==> src/rtl/mem_pkg.sv <==
// Shared encodings, FSM states and limits for the mem_access_unit load/store bridge.
package mem_pkg;

   localparam logic [1:0] SZ_BYTE = 2'b00;
   localparam logic [1:0] SZ_HALF = 2'b01;
   localparam logic [1:0] SZ_WORD = 2'b10;

   localparam int unsigned RD_LAT_MAX = 4;
   localparam int unsigned CNT_W      = $clog2(RD_LAT_MAX + 1);

   typedef enum logic [1:0] {StIdle, StIssue, StWait, StDone} state_e;

   // Reserved size is reported as misaligned so it shares the error path.
   function automatic logic misaligned(input logic [1:0] size, input logic [1:0] lo);
      logic bad;
      case (size)
         SZ_BYTE: bad = 1'b0;
         SZ_HALF: bad = lo[0];
         SZ_WORD: bad = (lo != 2'b00);
         default: bad = 1'b1;
      endcase
      return bad;
   endfunction

endpackage

==> src/rtl/mem_access_unit_if.sv <==
// Core request/response and DataMem port bundle; master = core + RAM side, slave = the unit.
interface mem_access_unit_if #(
   parameter int unsigned ADDR_W = 32
);
   logic              req_valid;
   logic              req_ready;
   logic              req_we;
   logic [1:0]        req_size;
   logic              req_unsigned;
   logic [ADDR_W-1:0] req_addr;
   logic [31:0]       req_wdata;
   logic              resp_valid;
   logic [31:0]       resp_rdata;
   logic              addr_err;
   logic              ram_en;
   logic [3:0]        ram_wea;
   logic [ADDR_W-1:0] ram_addra;
   logic [31:0]       ram_dina;
   logic [31:0]       ram_douta;

   modport master (
      output req_valid, req_we, req_size, req_unsigned, req_addr, req_wdata, ram_douta,
      input  req_ready, resp_valid, resp_rdata, addr_err, ram_en, ram_wea, ram_addra, ram_dina
   );

   modport slave (
      input  req_valid, req_we, req_size, req_unsigned, req_addr, req_wdata, ram_douta,
      output req_ready, resp_valid, resp_rdata, addr_err, ram_en, ram_wea, ram_addra, ram_dina
   );
endinterface

==> src/rtl/mem_lane_align.sv <==
// Little-endian lane steering: store strobes/replicated data and load extract/extension.
module mem_lane_align
   import mem_pkg::*;
(
   input  logic [1:0]  size,
   input  logic [1:0]  addr_lo,
   input  logic        is_unsigned,
   input  logic [31:0] wdata,
   input  logic [31:0] douta,
   output logic [3:0]  wea,
   output logic [31:0] dina,
   output logic [31:0] rdata
);

   logic [7:0]  byte_sel;
   logic [15:0] half_sel;

   always_comb begin
      byte_sel = douta[{addr_lo, 3'b000} +: 8];
      half_sel = addr_lo[1] ? douta[31:16] : douta[15:0];
      wea      = '0;
      dina     = '0;
      rdata    = '0;
      case (size)
         SZ_BYTE: begin
            wea   = 4'b0001 << addr_lo;
            dina  = {4{wdata[7:0]}};
            rdata = is_unsigned ? {24'h0, byte_sel} : {{24{byte_sel[7]}}, byte_sel};
         end
         SZ_HALF: begin
            wea   = 4'b0011 << addr_lo;
            dina  = {2{wdata[15:0]}};
            rdata = is_unsigned ? {16'h0, half_sel} : {{16{half_sel[15]}}, half_sel};
         end
         SZ_WORD: begin
            wea   = 4'b1111;
            dina  = wdata;
            rdata = douta;
         end
         default: ;
      endcase
   end

endmodule

==> src/rtl/mem_access_unit.sv <==
// Load/store bridge between the core's valid/ready request and a synchronous single-port RAM.
module mem_access_unit
   import mem_pkg::*;
#(
   parameter int unsigned RD_LATENCY = 1,
   parameter int unsigned ADDR_W     = 32
) (
   input logic              clka,
   input logic              rst,
   mem_access_unit_if.slave bus
);

   state_e            state_q;
   logic [CNT_W-1:0]  cnt_q;
   logic [1:0]        size_q;
   logic [1:0]        lo_q;
   logic              uns_q;
   logic              we_q;
   logic              ready_q;
   logic              resp_valid_q;
   logic              addr_err_q;
   logic [31:0]       resp_rdata_q;
   logic              ram_en_q;
   logic [3:0]        ram_wea_q;
   logic [ADDR_W-1:0] ram_addra_q;
   logic [31:0]       ram_dina_q;

   logic        idle;
   logic        accept;
   logic [1:0]  al_size;
   logic [1:0]  al_lo;
   logic [3:0]  al_wea;
   logic [31:0] al_dina;
   logic [31:0] al_rdata;

   assign idle   = (state_q == StIdle);
   assign accept = bus.req_valid && ready_q;

   // The single aligner sees the live request while idle and the latched one afterwards.
   assign al_size = idle ? bus.req_size : size_q;
   assign al_lo   = idle ? bus.req_addr[1:0] : lo_q;

   mem_lane_align u_align (
      .size       (al_size),
      .addr_lo    (al_lo),
      .is_unsigned(uns_q),
      .wdata      (bus.req_wdata),
      .douta      (bus.ram_douta),
      .wea        (al_wea),
      .dina       (al_dina),
      .rdata      (al_rdata)
   );

   always_ff @(posedge clka or posedge rst) begin
      if (rst) begin
         state_q      <= StIdle;
         cnt_q        <= '0;
         size_q       <= '0;
         lo_q         <= '0;
         uns_q        <= 1'b0;
         we_q         <= 1'b0;
         ready_q      <= 1'b0;
         resp_valid_q <= 1'b0;
         addr_err_q   <= 1'b0;
         resp_rdata_q <= '0;
         ram_en_q     <= 1'b0;
         ram_wea_q    <= '0;
         ram_addra_q  <= '0;
         ram_dina_q   <= '0;
      end else begin
         ready_q      <= 1'b0;
         resp_valid_q <= 1'b0;
         addr_err_q   <= 1'b0;
         ram_en_q     <= 1'b0;
         ram_wea_q    <= '0;
         case (state_q)
            StIdle: begin
               ready_q <= 1'b1;
               if (accept) begin
                  ready_q <= 1'b0;
                  size_q  <= bus.req_size;
                  lo_q    <= bus.req_addr[1:0];
                  uns_q   <= bus.req_unsigned;
                  we_q    <= bus.req_we;
                  if (misaligned(bus.req_size, bus.req_addr[1:0])) begin
                     state_q      <= StDone;
                     resp_valid_q <= 1'b1;
                     addr_err_q   <= 1'b1;
                     resp_rdata_q <= '0;
                  end else begin
                     state_q     <= StIssue;
                     ram_en_q    <= 1'b1;
                     ram_addra_q <= {bus.req_addr[ADDR_W-1:2], 2'b00};
                     if (bus.req_we) begin
                        ram_wea_q  <= al_wea;
                        ram_dina_q <= al_dina;
                     end
                  end
               end
            end
            StIssue: begin
               if (we_q) begin
                  state_q      <= StDone;
                  resp_valid_q <= 1'b1;
                  resp_rdata_q <= '0;
               end else begin
                  state_q <= StWait;
                  cnt_q   <= CNT_W'(RD_LATENCY);
               end
            end
            StWait: begin
               if (cnt_q == CNT_W'(1)) begin
                  state_q      <= StDone;
                  resp_valid_q <= 1'b1;
                  resp_rdata_q <= al_rdata;
               end else begin
                  cnt_q <= cnt_q - CNT_W'(1);
               end
            end
            StDone: begin
               state_q <= StIdle;
               ready_q <= 1'b1;
            end
            default: state_q <= StIdle;
         endcase
      end
   end

   assign bus.req_ready  = ready_q;
   assign bus.resp_valid = resp_valid_q;
   assign bus.addr_err   = addr_err_q;
   assign bus.resp_rdata = resp_rdata_q;
   assign bus.ram_en     = ram_en_q;
   assign bus.ram_wea    = ram_wea_q;
   assign bus.ram_addra  = ram_addra_q;
   assign bus.ram_dina   = ram_dina_q;

endmodule

==> src/flat_wrapper.sv <==
// flat-port wrapper written by rule: the top's interface ports become plain ports
module mem_access_unit_flat import mem_pkg::*;
#(
   parameter int unsigned RD_LATENCY = 1,
   parameter int unsigned ADDR_W     = 32
)
  (clka, rst, bus_req_valid, bus_req_we, bus_req_size, bus_req_unsigned, bus_req_addr, bus_req_wdata, bus_ram_douta, bus_req_ready, bus_resp_valid, bus_resp_rdata, bus_addr_err, bus_ram_en, bus_ram_wea, bus_ram_addra, bus_ram_dina);
  mem_access_unit_if #(.ADDR_W(ADDR_W)) bus_i ();
  input logic clka;
  input logic rst;
  input wire logic [$bits(bus_i.req_valid)-1:0] bus_req_valid;
  input wire logic [$bits(bus_i.req_we)-1:0] bus_req_we;
  input wire logic [$bits(bus_i.req_size)-1:0] bus_req_size;
  input wire logic [$bits(bus_i.req_unsigned)-1:0] bus_req_unsigned;
  input wire logic [$bits(bus_i.req_addr)-1:0] bus_req_addr;
  input wire logic [$bits(bus_i.req_wdata)-1:0] bus_req_wdata;
  input wire logic [$bits(bus_i.ram_douta)-1:0] bus_ram_douta;
  output wire logic [$bits(bus_i.req_ready)-1:0] bus_req_ready;
  output wire logic [$bits(bus_i.resp_valid)-1:0] bus_resp_valid;
  output wire logic [$bits(bus_i.resp_rdata)-1:0] bus_resp_rdata;
  output wire logic [$bits(bus_i.addr_err)-1:0] bus_addr_err;
  output wire logic [$bits(bus_i.ram_en)-1:0] bus_ram_en;
  output wire logic [$bits(bus_i.ram_wea)-1:0] bus_ram_wea;
  output wire logic [$bits(bus_i.ram_addra)-1:0] bus_ram_addra;
  output wire logic [$bits(bus_i.ram_dina)-1:0] bus_ram_dina;
  assign bus_i.req_valid = bus_req_valid;
  assign bus_i.req_we = bus_req_we;
  assign bus_i.req_size = bus_req_size;
  assign bus_i.req_unsigned = bus_req_unsigned;
  assign bus_i.req_addr = bus_req_addr;
  assign bus_i.req_wdata = bus_req_wdata;
  assign bus_i.ram_douta = bus_ram_douta;
  assign bus_req_ready = bus_i.req_ready;
  assign bus_resp_valid = bus_i.resp_valid;
  assign bus_resp_rdata = bus_i.resp_rdata;
  assign bus_addr_err = bus_i.addr_err;
  assign bus_ram_en = bus_i.ram_en;
  assign bus_ram_wea = bus_i.ram_wea;
  assign bus_ram_addra = bus_i.ram_addra;
  assign bus_ram_dina = bus_i.ram_dina;
  mem_access_unit #(.RD_LATENCY(RD_LATENCY), .ADDR_W(ADDR_W)) u_core (.clka(clka), .rst(rst), .bus(bus_i));
endmodule
==> config.mk <==
export PLATFORM = sky130hd
export DESIGN_NAME = mem_access_unit_flat
export DESIGN_NICKNAME = d
export VERILOG_FILES = /design/src/rtl/mem_pkg.sv /design/src/rtl/mem_access_unit_if.sv /design/src/rtl/mem_lane_align.sv /design/src/rtl/mem_access_unit.sv /design/src/flat_wrapper.sv
export SDC_FILE = /design/constraint.sdc
export NUM_CORES = 1
export LEC_CHECK = 0
export BUFFER_PORTS_ARGS = -buffer_cell sky130_fd_sc_hd__buf_2
export CORE_MARGIN = 2
export CORE_UTILIZATION = 30
export DETAILED_ROUTE_END_ITERATION = 10
export MAX_ROUTING_LAYER = met4
export PLACE_DENSITY = 0.58
export SYNTH_ARGS = -nofsm -noshare
export SYNTH_HDL_FRONTEND = slang
export SYNTH_SLANG_ARGS = --single-unit
export TNS_END_PERCENT = 5
==> constraint.sdc <==
create_clock -name clka -period 3.55 [get_ports clka]
set_input_delay 0.355 -clock clka [delete_from_list [all_inputs] [get_ports clka]]
set_output_delay 0.355 -clock clka [all_outputs]
set_load 0.05 [all_outputs]
==> results of run 1 <==
## worst reg2reg max path, cell delays in order, from the launching register on
cell and delay, ns:
dfrtp_1 0.40, inv_1 0.13, ha_1 0.83, a22oi_1 0.34, nand3_1 0.23, a211o_1 0.72
o21ai_0 0.26
## cell type report
class / count / area (sq um)
Sequential cell: 113 / 2830
Timing Repair Buffer: 213 / 1090
Clock buffer: 19 / 443
Inverter: 10 / 40.0
Fill cell: 1762 / 10100
Multi-Input combinational cell: 377 / 2210
Clock inverter: 13 / 161
Tap cell: 225 / 282
Antenna cell: 1 / 2.50
## state kept, by name (all words and copies together), names as in the netlist
name                   count
u_core.bus.ram_dina       32
u_core.bus.resp_rdata     32
u_core.bus.ram_addra      30
u_core.bus.ram_wea         4
u_core.cnt_q               3
u_core.lo_q                2
u_core.size_q              2
u_core.state_q             2
u_core.bus.addr_err        1
u_core.bus.ram_en          1
u_core.bus.req_ready       1
u_core.bus.resp_valid      1
u_core.uns_q               1
u_core.we_q                1
## report_power, final
group | internal (mW) | leakage (nW) | switching [mW]
logic | 1.09 | 1.84 | 2.94
clock network | 1.12 | 0.285 | 0.615
registers | 1.75 | 1.49 | 0.260
total | 3.96 | 3.62 | 3.81
## per-stage QoR
step	total power, mW	hold WS, ns	setup WS, ns	cell area [sq um]	utilization [%]
floorplan	5.07	0.449	0.208	5250	-
global placement	6.05	0.454	0.571	6450	37.6
detailed placement	6.08	0.463	0.447	6450	37.6
CTS	7.85	0.123	0.479	7060	41.1
global route	8.24	0.134	0.137	7060	41.1
finish	7.77	0.119	0.485	7060	41.1
## worst max path at each step
| stage | start | slack [ns] | to |
|---|---|---|---|
| 6_report | u_core.state_q[0] | 0.48 | u_core.bus.resp_rdata[25] |
| 5_1_grt | u_core.state_q[0] | 0.14 | u_core.bus.resp_rdata[21] |
| 4_1_cts | u_core.state_q[0] | 0.48 | u_core.bus.resp_rdata[25] |
| 3_5_place_dp | u_core.state_q[0] | 0.45 | u_core.bus.resp_rdata[25] |
| 3_3_place_gp | u_core.state_q[0] | 0.57 | u_core.bus.resp_rdata[8] |
| 2_1_floorplan | rst | 0.21 | u_core.bus.addr_err |
## kinds of logic (layout without fill, tap and decap cells)
| family | after synthesis | count (layout) |
|---|---|---|
| AND/OR/NAND/NOR | 167 | 167 |
| AO/OA/AOI/OAI | 151 | 151 |
| flip-flops | 113 | 113 |
| multiplexers | 51 | 51 |
| buffers and inverters | 45 | 255 |
| adder cells (fa/ha/maj) | 6 | 6 |
| other | 1 | 3 |
## cells in the final DEF (no fill, tap or decap), drive strengths merged, types with 2 or more instances in the layout
master	Yosys	routed
clkinvlp	0	4
a211oi	2	2
mux2i	18	18
nor4b	3	3
nor3	3	3
and2	2	2
dfrtp	113	113
ha	6	6
nor2b	2	2
nand3	4	4
clkbuf	19	19
inv	10	11
buf	16	213
nor2	22	22
clkinv	0	5
a221oi	8	8
nand2b	6	6
mux2	33	33
a22oi	10	10
bufinv	0	3
conb	1	2
o21ai	54	54
nand3b	2	2
a21oi	52	52
a31oi	8	8
nand2	119	119
o22ai	9	9
## cell usage after synthesis (all sizes together)
cell type | n | area share (%)
nand2 | 119 | 8.5
dfrtp | 113 | 54
o21ai | 54 | 5.2
a21oi | 52 | 5.0
mux2 | 33 | 7.2
nor2 | 22 | 1.6
clkbuf | 19 | 1.4
mux2i | 18 | 3.5
buf | 16 | 1.9
a22oi | 10 | 1.4
inv | 10 | 0.72
o22ai | 9 | 1.1
a221oi | 8 | 1.3
a31oi | 8 | 0.95
ha | 6 | 1.4
nand2b | 6 | 0.72
nand3 | 4 | 0.38
nor3 | 3 | 0.38
nor4b | 3 | 0.50
a211oi | 2 | 0.29
and2 | 2 | 0.24
nand3b | 2 | 0.29
nor2b | 2 | 0.24
a211o | 1 | 0.17
a21o | 1 | 0.14
a222oi | 1 | 0.19
a32o | 1 | 0.21
a32oi | 1 | 0.17
and3 | 1 | 0.12
conb | 1 | 0.072
nor4 | 1 | 0.12
o21a | 1 | 0.14
o2bb2a | 1 | 0.19
o31ai | 1 | 0.14
or2 | 1 | 0.12
or3 | 1 | 0.12
## routing by layer
metal | wire length [um] | GRT usage, % | vias to the layer above
met4 | 157 | 5.90 | 0
met3 | 1420 | 5.11 | 15
met5 | 0 | - | -
li1 | - | - | 2261
met2 | 7460 | 27.4 | 205
met1 | 6960 | 22.4 | 2250
==> key figures, run 1 <==
Global routing
  • Largest net degree at the start of global routing: 71
  • Antenna violations before repair: 1
  • Vias in the first global route: 4525
  • Tot GR Track Use: 17.7%
  • Total gr overflow: 0
  • Global-route wire length before repair: 24400 um

Setup path
  • Worst EP arrival: about 3.3 ns
  • Reg-to-Reg Start: u_core.state_q[0]
  • Flop2flop setup slack: about 0.48 ns
  • Worst path top cell family by delay: compound AO/OA/AOI/OAI gates
  • Critical path class: flop to flop
  • Critical Path Stages: 6
  • Critical path cell sequence: inv_1 -> ha_1 -> a22oi_1 -> nand3_1 -> a211o_1 -> o21ai_0
  • CP Capture Type: flop
  • Worst path max stage delay: 0.83 ns
  • Critical Path Fanout Max: 32
  • Worst path bufs/invs: 1
  • Crit-path slowest cell: ha_1
  • WP data required: 3.79 ns
  • Worst r2r dst: u_core.bus.resp_rdata[25]
  • CP Launch Type: flop
  • R2R cell count: 6

Die
  • Effective utilization at floorplan: 30.5%
  • Total die area: between 0.015 and 0.02 sq mm
  • Die Span X: 136 um
  • Die H: 136 um
  • Ports: 207
  • Core Region: 0.0172 sq mm
  • Row cnt: 48

Synth
  • Unique masters post-synth: 45
  • Synth Area in Adders: 1.43%
  • Syn Area/Cell: roughly 9.8 sq um
  • Synth Area in Compound Gates: between 10% and 20%
  • Synth Area in XOR/XNOR: 0%
  • Post-Synth Simple-Gate Area: a little over an eighth
  • Multiplexer share of the synthesized area: about a tenth
  • Synth Cell Area: between 0.005 and 0.006 sq mm
  • Post-Syn Instances: 534
  • YS warnings: 0
  • Largest family of logic cells by synthesized area: compound AO/OA/AOI/OAI gates
  • Synth Register Bits: 113
  • Register area share after synthesis: about 54%

CTS
  • Clock Sinks: around 110
  • Maximum buffer depth of the clock tree: 2
  • PostCTS Resize Cnt: 0
  • CTS tree: built
  • Worst-path clk slew: 0.06 ns
  • Hold-fix buffers at CTS: 0
  • Clk Tree Root Cell: clkbuf_16
  • Post CTS Setup Buffer Count: 0
  • CTS buffer count: 17
  • CTS H-tree depth: 4
  • Clk_lat worst skew: ~0.42 ns

Status
  • Status: finished clean

Timing
  • Clock period minus worst slack: 3.07 ns
  • Final critical-path share of the clock period: 86.3%
  • Worst slew pin tran: ~0.99 ns
  • Worst slew margin: 34.3%
  • Final setup fails: 0
  • Fin. max-slew vios: 0
  • Post-Route Skew: 0.0111 ns
  • Max Clk Rate: 0.326 GHz
  • Final hold violation count: 0
  • Final setup TNS: 0 ns
  • RSZ-0062 raised after global routing: false

Placement
  • Port bufs: between 200 and 250
  • Cell count after placement: about 940
  • Dpl hpwl: 11800 um
  • GPL Wtd Cong: 0.832

Cells and area
  • NumNets Final: 841
  • Area growth from synthesis to layout: 34.6%
  • Share of cells above drive strength 1: 38.0%
  • Post-route insts no fill: 971

Hold path
  • HP Class: input port to asynchronous set/reset pin

Routing
  • DR iter-0 viols: 236
  • Routed WL: 16000 um
  • Pre-Repair DR Iteration Count: 5
  • Vias/cell: 4.87
  • Total number of vias: 4731
  • Final ANT Viol Nets: 0
  • Wire per inst: 16.5 um
  • # DRC: 0

Power and ir drop
  • Power Density: 1100 mW/mm^2
  • Worst VDD drop: 512 uV
  • Pleak: 3.62 nW

Job
  • Max cap viols: 0
Power figures use the tool's default switching activity.
==> run 2: changes to the inputs <==
--- a/config.mk
+++ b/config.mk
@@ -12,4 +12,5 @@
 export MAX_ROUTING_LAYER = met4
 export PLACE_DENSITY = 0.58
+export SKIP_LAST_GASP = 1
 export SYNTH_ARGS = -nofsm -noshare
 export SYNTH_HDL_FRONTEND = slang
==> constraint.sdc (replaced) <==
create_clock -name clka -period 3.55 [get_ports clka]
set_input_delay 0.5325 -clock clka [delete_from_list [all_inputs] [get_ports clka]]
set_output_delay 0.5325 -clock clka [all_outputs]
set_load 0.05 [all_outputs]
==> key figures, run 2 (synthesized netlist as in run 1, its figures left out) <==
CTS
  • Clk_lat worst skew: 0.42 ns (about the same)
  • CTS buffer count: 17 (unchanged)
  • Maximum buffer depth of the clock tree: 2 (unchanged)
  • CTS tree: built
  • Clk Tree Root Cell: clkbuf_16
  • CTS H-tree depth: 4 (unchanged)
  • PostCTS Resize Cnt: 0 (unchanged)
  • Clock Sinks: 113 (unchanged)
  • Worst-path clk slew: 0.05 ns (about the same)
  • Hold-fix buffers at CTS: 0 (unchanged)
  • Post CTS Setup Buffer Count: 0 (unchanged)

Power and ir drop
  • Sequential share of power: 25.5% (-0.4 points)
  • Clock power share: 23.5% (+1.2 points)
  • Sw Pwr: 3.81 mW (about the same)
  • Power Density: 1110 mW/mm^2 (+0.69%)
  • Worst VDD drop: 469 uV (-8.4%)
  • Total power: 7.87 mW (+1.2%)
  • Switching share of power: 48.4% (-0.58 points)
  • Pleak: 3.63 nW (+0.37%)
  • Internal: 4.06 mW (+2.4%)
  • Combinational Power Share: 51.0% (-0.8 points)

Timing
  • Final setup fails: 0 (unchanged)
  • Setup WS post-layout: 0.482 ns (-0.00238 ns)
  • Clock period minus worst slack: 3.07 ns (+0.00238 ns)
  • Final setup TNS: 0 ns (unchanged)
  • RSZ-0062 raised after global routing: false
  • Post-Route Skew: 0.00665 ns (-0.00442 ns)
  • Max Clk Rate: 0.326 GHz (about the same)
  • Final hold violation count: 0 (unchanged)
  • Worst slew margin: 35.4% (+1.1 points)
  • Worst slew pin tran: 0.969 ns (-0.0164 ns)
  • WHS: 0.216 ns (+0.0968 ns)
  • Fin. max-slew vios: 0 (unchanged)
  • Final critical-path share of the clock period: 86.4% (about the same)

Routing
  • Vias/cell: 4.90 (+0.55%)
  • Routed WL: 16100 um (+0.41%)
  • # DRC: 0 (unchanged)
  • DR iter-0 viols: 240 (+1.7%)
  • Final ANT Viol Nets: 0 (unchanged)
  • Pre-Repair DR Iteration Count: 4 (-1)
  • Total number of vias: 4752 (+0.44%)
  • Wire per inst: 16.6 um (+0.51%)

Die
  • Effective utilization at floorplan: 30.5% (unchanged)
  • Die Span X: 136 um (unchanged)
  • Ports: 207 (unchanged)
  • Core Region: 0.0172 sq mm (unchanged)
  • Die H: 136 um (unchanged)
  • Row cnt: 48 (unchanged)
  • Total die area: 0.0186 sq mm (unchanged)

Setup path
  • Worst EP arrival: 3.39 ns (+0.08 ns)
  • Critical path cell sequence: inv_1 -> ha_1 -> mux2i_2 -> and2_1 -> o22ai_1 -> o21ai_2 -> buf_4 -> a21oi_1 -> o21ai_0
  • Crit-path slowest cell: ha_1
  • CP Launch Type: flop
  • Worst path bufs/invs: 2 (+1)
  • Worst path max stage delay: 0.81 ns (-0.02 ns)
  • Critical path class: flop to flop
  • CP Capture Type: flop
  • Critical Path Fanout Max: 28 (-13%)
  • Worst path top cell family by delay: adder cells
  • WP data required: 3.87 ns (+0.08 ns)

Cells and area
  • Most frequent cells in the layout: buf_2, nand2_1, dfrtp_1, a21oi_1, o21ai_0
  • Area growth from synthesis to layout: 35.4%
  • Multi-input logic area: 0.00221 sq mm (unchanged)
  • NumNets Final: 840 (-0.12%)
  • Share of cells above drive strength 1: 37.9% (-0.083 points)
  • Design area: 0.00710 sq mm (+0.55%)
  • Register Area: 0.00283 sq mm (unchanged)
  • Filler instances: 1768 (+0.34%)
  • Commonest non-fill, non-tap cell in the layout: buf_2

Hold path
  • HP Class: input port to asynchronous set/reset pin

Global routing
  • Vias in the first global route: 4678 (+3.4%)
  • Antenna violations before repair: 1 (unchanged)
  • Largest net degree at the start of global routing: 62 (-13%)
  • Tot GR Track Use: 18.0% (+0.28 points)
  • Global-route wire length before repair: 24700 um (+1.4%)
  • Total gr overflow: 0 (unchanged)

Placement
  • Port bufs: 204 (unchanged)
  • GPL Wtd Cong: 0.835 (+0.30%)
  • Dpl hpwl: 11700 um (-0.23%)
  • DP Area: 0.00646 sq mm (about the same)
  • Pre-CTS WS: 0.488 ns (+0.0417 ns)

Status
  • Status: finished clean

Job
  • Max cap viols: 0 (unchanged)
## run 2: layout make-up
cell class | count | share of cell area, %
inverters | 10 | 0.564
well taps | 225 | 3.97
clock inverters | 12 | 2.56
multi-input cells | 377 | 31.2
flip-flops and latches | 113 | 39.8
diodes | 1 | 0.0353
clock buffers | 20 | 6.43
repair buffers | 212 | 15.4
## run 2: through the flow
stage / cells / utilization, %
floorplan: 535 / -
global placement: 937 / 37.6
detailed placement: 937 / 37.6
CTS: 969 / 41.3
global route: 970 / 41.3
finish: 970 / 41.3
## run 2: worst paths after layout
| check | start | end | slack (ns) | depth (start not counted) |
|---|---|---|---|---|
| hold / removal | rst | u_core.bus.ram_addra[12] | 0.22 | 2 |
| min in group clka | bus_req_unsigned | u_core.uns_q | 0.32 | 3 |
| setup reg to reg | u_core.state_q[0] | u_core.bus.resp_rdata[21] | 0.48 | 9 |
| hold reg to reg | u_core.bus.ram_dina[7] | u_core.bus.ram_dina[7] | 0.47 | 2 |
| max in group asynchronous | rst | u_core.bus.resp_rdata[4] | 2.54 | 3 |
| setup / recovery | u_core.state_q[0] | u_core.bus.resp_rdata[21] | 0.48 | 9 |
## run 2: layer usage
layer,share of wire [%],vias up,track usage [%]
met1,44,2279,23.5
met5,0,-,-
li1,-,2261,-
met4,0.99,0,5.56
met3,9.0,15,5.56
met2,46,197,26.9
## run 2: power by group through the flow
stage / clock, mW / combinational (mW) / sequential [mW]
after floorplan: 0 / 1.67 / 3.40
after global placement: 0 / 4.02 / 2.02
after detailed placement: 0 / 4.05 / 2.03
after CTS: 1.88 / 4.05 / 2.01
after global routing: 1.94 / 4.35 / 2.07
final: 1.85 / 4.02 / 2.01
## run 2: worst reg2reg max path: cells and delay by family (launching register included)
kind,cells,cell delay (ns)
AOI/OAI and AO/OA,4,0.72
adders and majority gates,1,0.81
buffers and inverters,2,0.37
DFF,1,0.40
muxes,1,0.49
and+or+nand+nor,1,0.19
==> run 3: changes to the inputs <==
==> constraint.sdc (replaced) <==
create_clock -name clka -period 2.55 [get_ports clka]
set_input_delay 0.3825 -clock clka [delete_from_list [all_inputs] [get_ports clka]]
set_output_delay 0.3825 -clock clka [all_outputs]
set_load 0.1 [all_outputs]
==> key figures, run 3 (synthesized netlist as in run 1, its figures left out) <==
Timing
  • Worst slew margin: 59.6% (+24 points)
  • Clock period minus worst slack: 2.39 ns (-0.677 ns)
  • Worst slew pin tran: 0.607 ns (-0.362 ns)
  • Post-Route Skew: 0.0129 ns (+0.00621 ns)
  • Final hold violation count: 0 (unchanged)
  • RSZ-0062 raised after global routing: false
  • Final setup TNS: 0 ns (unchanged)
  • Max Clk Rate: 0.418 GHz (+28%)
  • Fin. max-slew vios: 0 (unchanged)
  • Final setup fails: 0 (unchanged)
  • Final critical-path share of the clock period: 93.7% (+7.3 points)

Cells and area
  • Share of cells above drive strength 1: 39.0% (+1.1 points)
  • Commonest non-fill, non-tap cell in the layout: buf_2
  • Area growth from synthesis to layout: 36.3%
  • Most frequent cells in the layout: buf_2, nand2_1, dfrtp_1, a21oi_1, o21ai_0
  • NumNets Final: 850 (+1.2%)

Die
  • Die Span X: 136 um (unchanged)
  • Die H: 136 um (unchanged)
  • Total die area: 0.0186 sq mm (unchanged)
  • Effective utilization at floorplan: 30.5% (unchanged)
  • Ports: 207 (unchanged)
  • Core Region: 0.0172 sq mm (unchanged)
  • Row cnt: 48 (unchanged)

CTS
  • CTS buffer count: 17 (unchanged)
  • CTS H-tree depth: 4 (unchanged)
  • Maximum buffer depth of the clock tree: 2 (unchanged)
  • Clock Sinks: 113 (unchanged)
  • Worst-path clk slew: 0.05 ns (about the same)
  • Post CTS Setup Buffer Count: 0 (unchanged)
  • Clk_lat worst skew: 0.42 ns (about the same)
  • Clk Tree Root Cell: clkbuf_16
  • CTS tree: built

Routing
  • Total number of vias: 4751 (-0.021%)
  • Routed WL: 15900 um (-1.1%)
  • Final ANT Viol Nets: 0 (unchanged)
  • # DRC: 0 (unchanged)
  • DR iter-0 viols: 198 (-18%)
  • Wire per inst: 16.2 um (-2.2%)
  • Pre-Repair DR Iteration Count: 4 (unchanged)
  • Vias/cell: 4.84 (-1.1%)

Placement
  • Dpl hpwl: 11600 um (-0.84%)
  • GPL Wtd Cong: 0.801 (-4.0%)
  • Port bufs: 204 (unchanged)

Global routing
  • Antenna violations before repair: 2 (+1)
  • Global-route wire length before repair: 24300 um (-1.8%)
  • Tot GR Track Use: 17.5% (-0.51 points)
  • Vias in the first global route: 4709 (+0.66%)
  • Largest net degree at the start of global routing: 114 (+84%)
  • Total gr overflow: 0 (unchanged)

Setup path
  • Critical path class: flop to flop
  • Worst EP arrival: 2.68 ns (-0.71 ns)
  • CP Capture Type: flop
  • Critical Path Fanout Max: 18 (-36%)
  • CP Launch Type: flop
  • WP data required: 2.84 ns (-1.03 ns)

Status
  • Status: finished clean

Job
  • Max cap viols: 0 (unchanged)

Hold path
  • HP Class: input port to asynchronous set/reset pin
run 3: changes by cell type in the layout (fill, tap and decap cells not counted), sizes merged:
cell	change
buf	+10
bufinv	-2
clkinv	+2
clkbuf	-1
clkinvlp	+1
diode	+1
run 3: critical path, cell delays in order, from the launching register on:
cell      delay, ns
dfrtp_1        0.39
inv_1          0.13
ha_2           0.32
buf_4          0.17
mux2_4         0.30
buf_4          0.23
and2_1         0.29
a221oi_1       0.31
o21ai_0        0.11
run 3: area by class of cell:
| class | instances | area [sq um] |
|---|---|---|
| Fill cell | 1783 | 10000 |
| Sequential cell | 113 | 2830 |
| Multi-Input combinational cell | 377 | 2230 |
| Timing Repair Buffer | 222 | 1180 |
| Clock buffer | 19 | 443 |
| Tap cell | 225 | 282 |
| Clock inverter | 13 | 136 |
| Inverter | 10 | 41.3 |
| Antenna cell | 2 | 5.00 |
run 3: timing repair:
item,4_1_cts,5_1_grt
endpoints found under the setup margin,0,32
hold buffers,0,0
gates resized for setup,0,3
run 3: worst paths after layout:
kind	cells after the start	to	startpoint	slack [ns]
setup / recovery	8	u_core.bus.resp_rdata[8]	u_core.state_q[0]	0.16
hold / removal	3	u_core.bus.ram_addra[25]	rst	0.14
setup reg to reg	8	u_core.bus.resp_rdata[8]	u_core.state_q[0]	0.16
hold reg to reg	2	u_core.bus.ram_dina[10]	u_core.bus.ram_dina[10]	0.47
max in group asynchronous	3	u_core.bus.resp_rdata[10]	rst	1.95
min in group clka	3	u_core.uns_q	bus_req_unsigned	0.15
run 3: layer usage:
layer	routed length, um	GRT usage [%]
met5	0	-
met1	6970	21.4
met3	1320	5.97
met2	7400	27.4
met4	191	5.44
run 3: stage by stage:
step	instance area [sq um]	utilization (%)	worst slack (ns)	hold WS, ns	std cells
2_1_floorplan	5250	-	0.227	0.449	535
3_3_place_gp	6550	38.1	0.112	0.454	947
3_5_place_dp	6550	38.1	0.0473	0.458	947
5_1_grt	7150	41.6	0.0193	0.160	981
4_1_cts	7130	41.5	0.0490	0.136	979
6_report	7150	41.6	0.159	0.144	981
Power of run 3 is left out: the tool's default activity adds up to more than one toggle a clock period on the data nets, which glitch-free logic cannot reach.
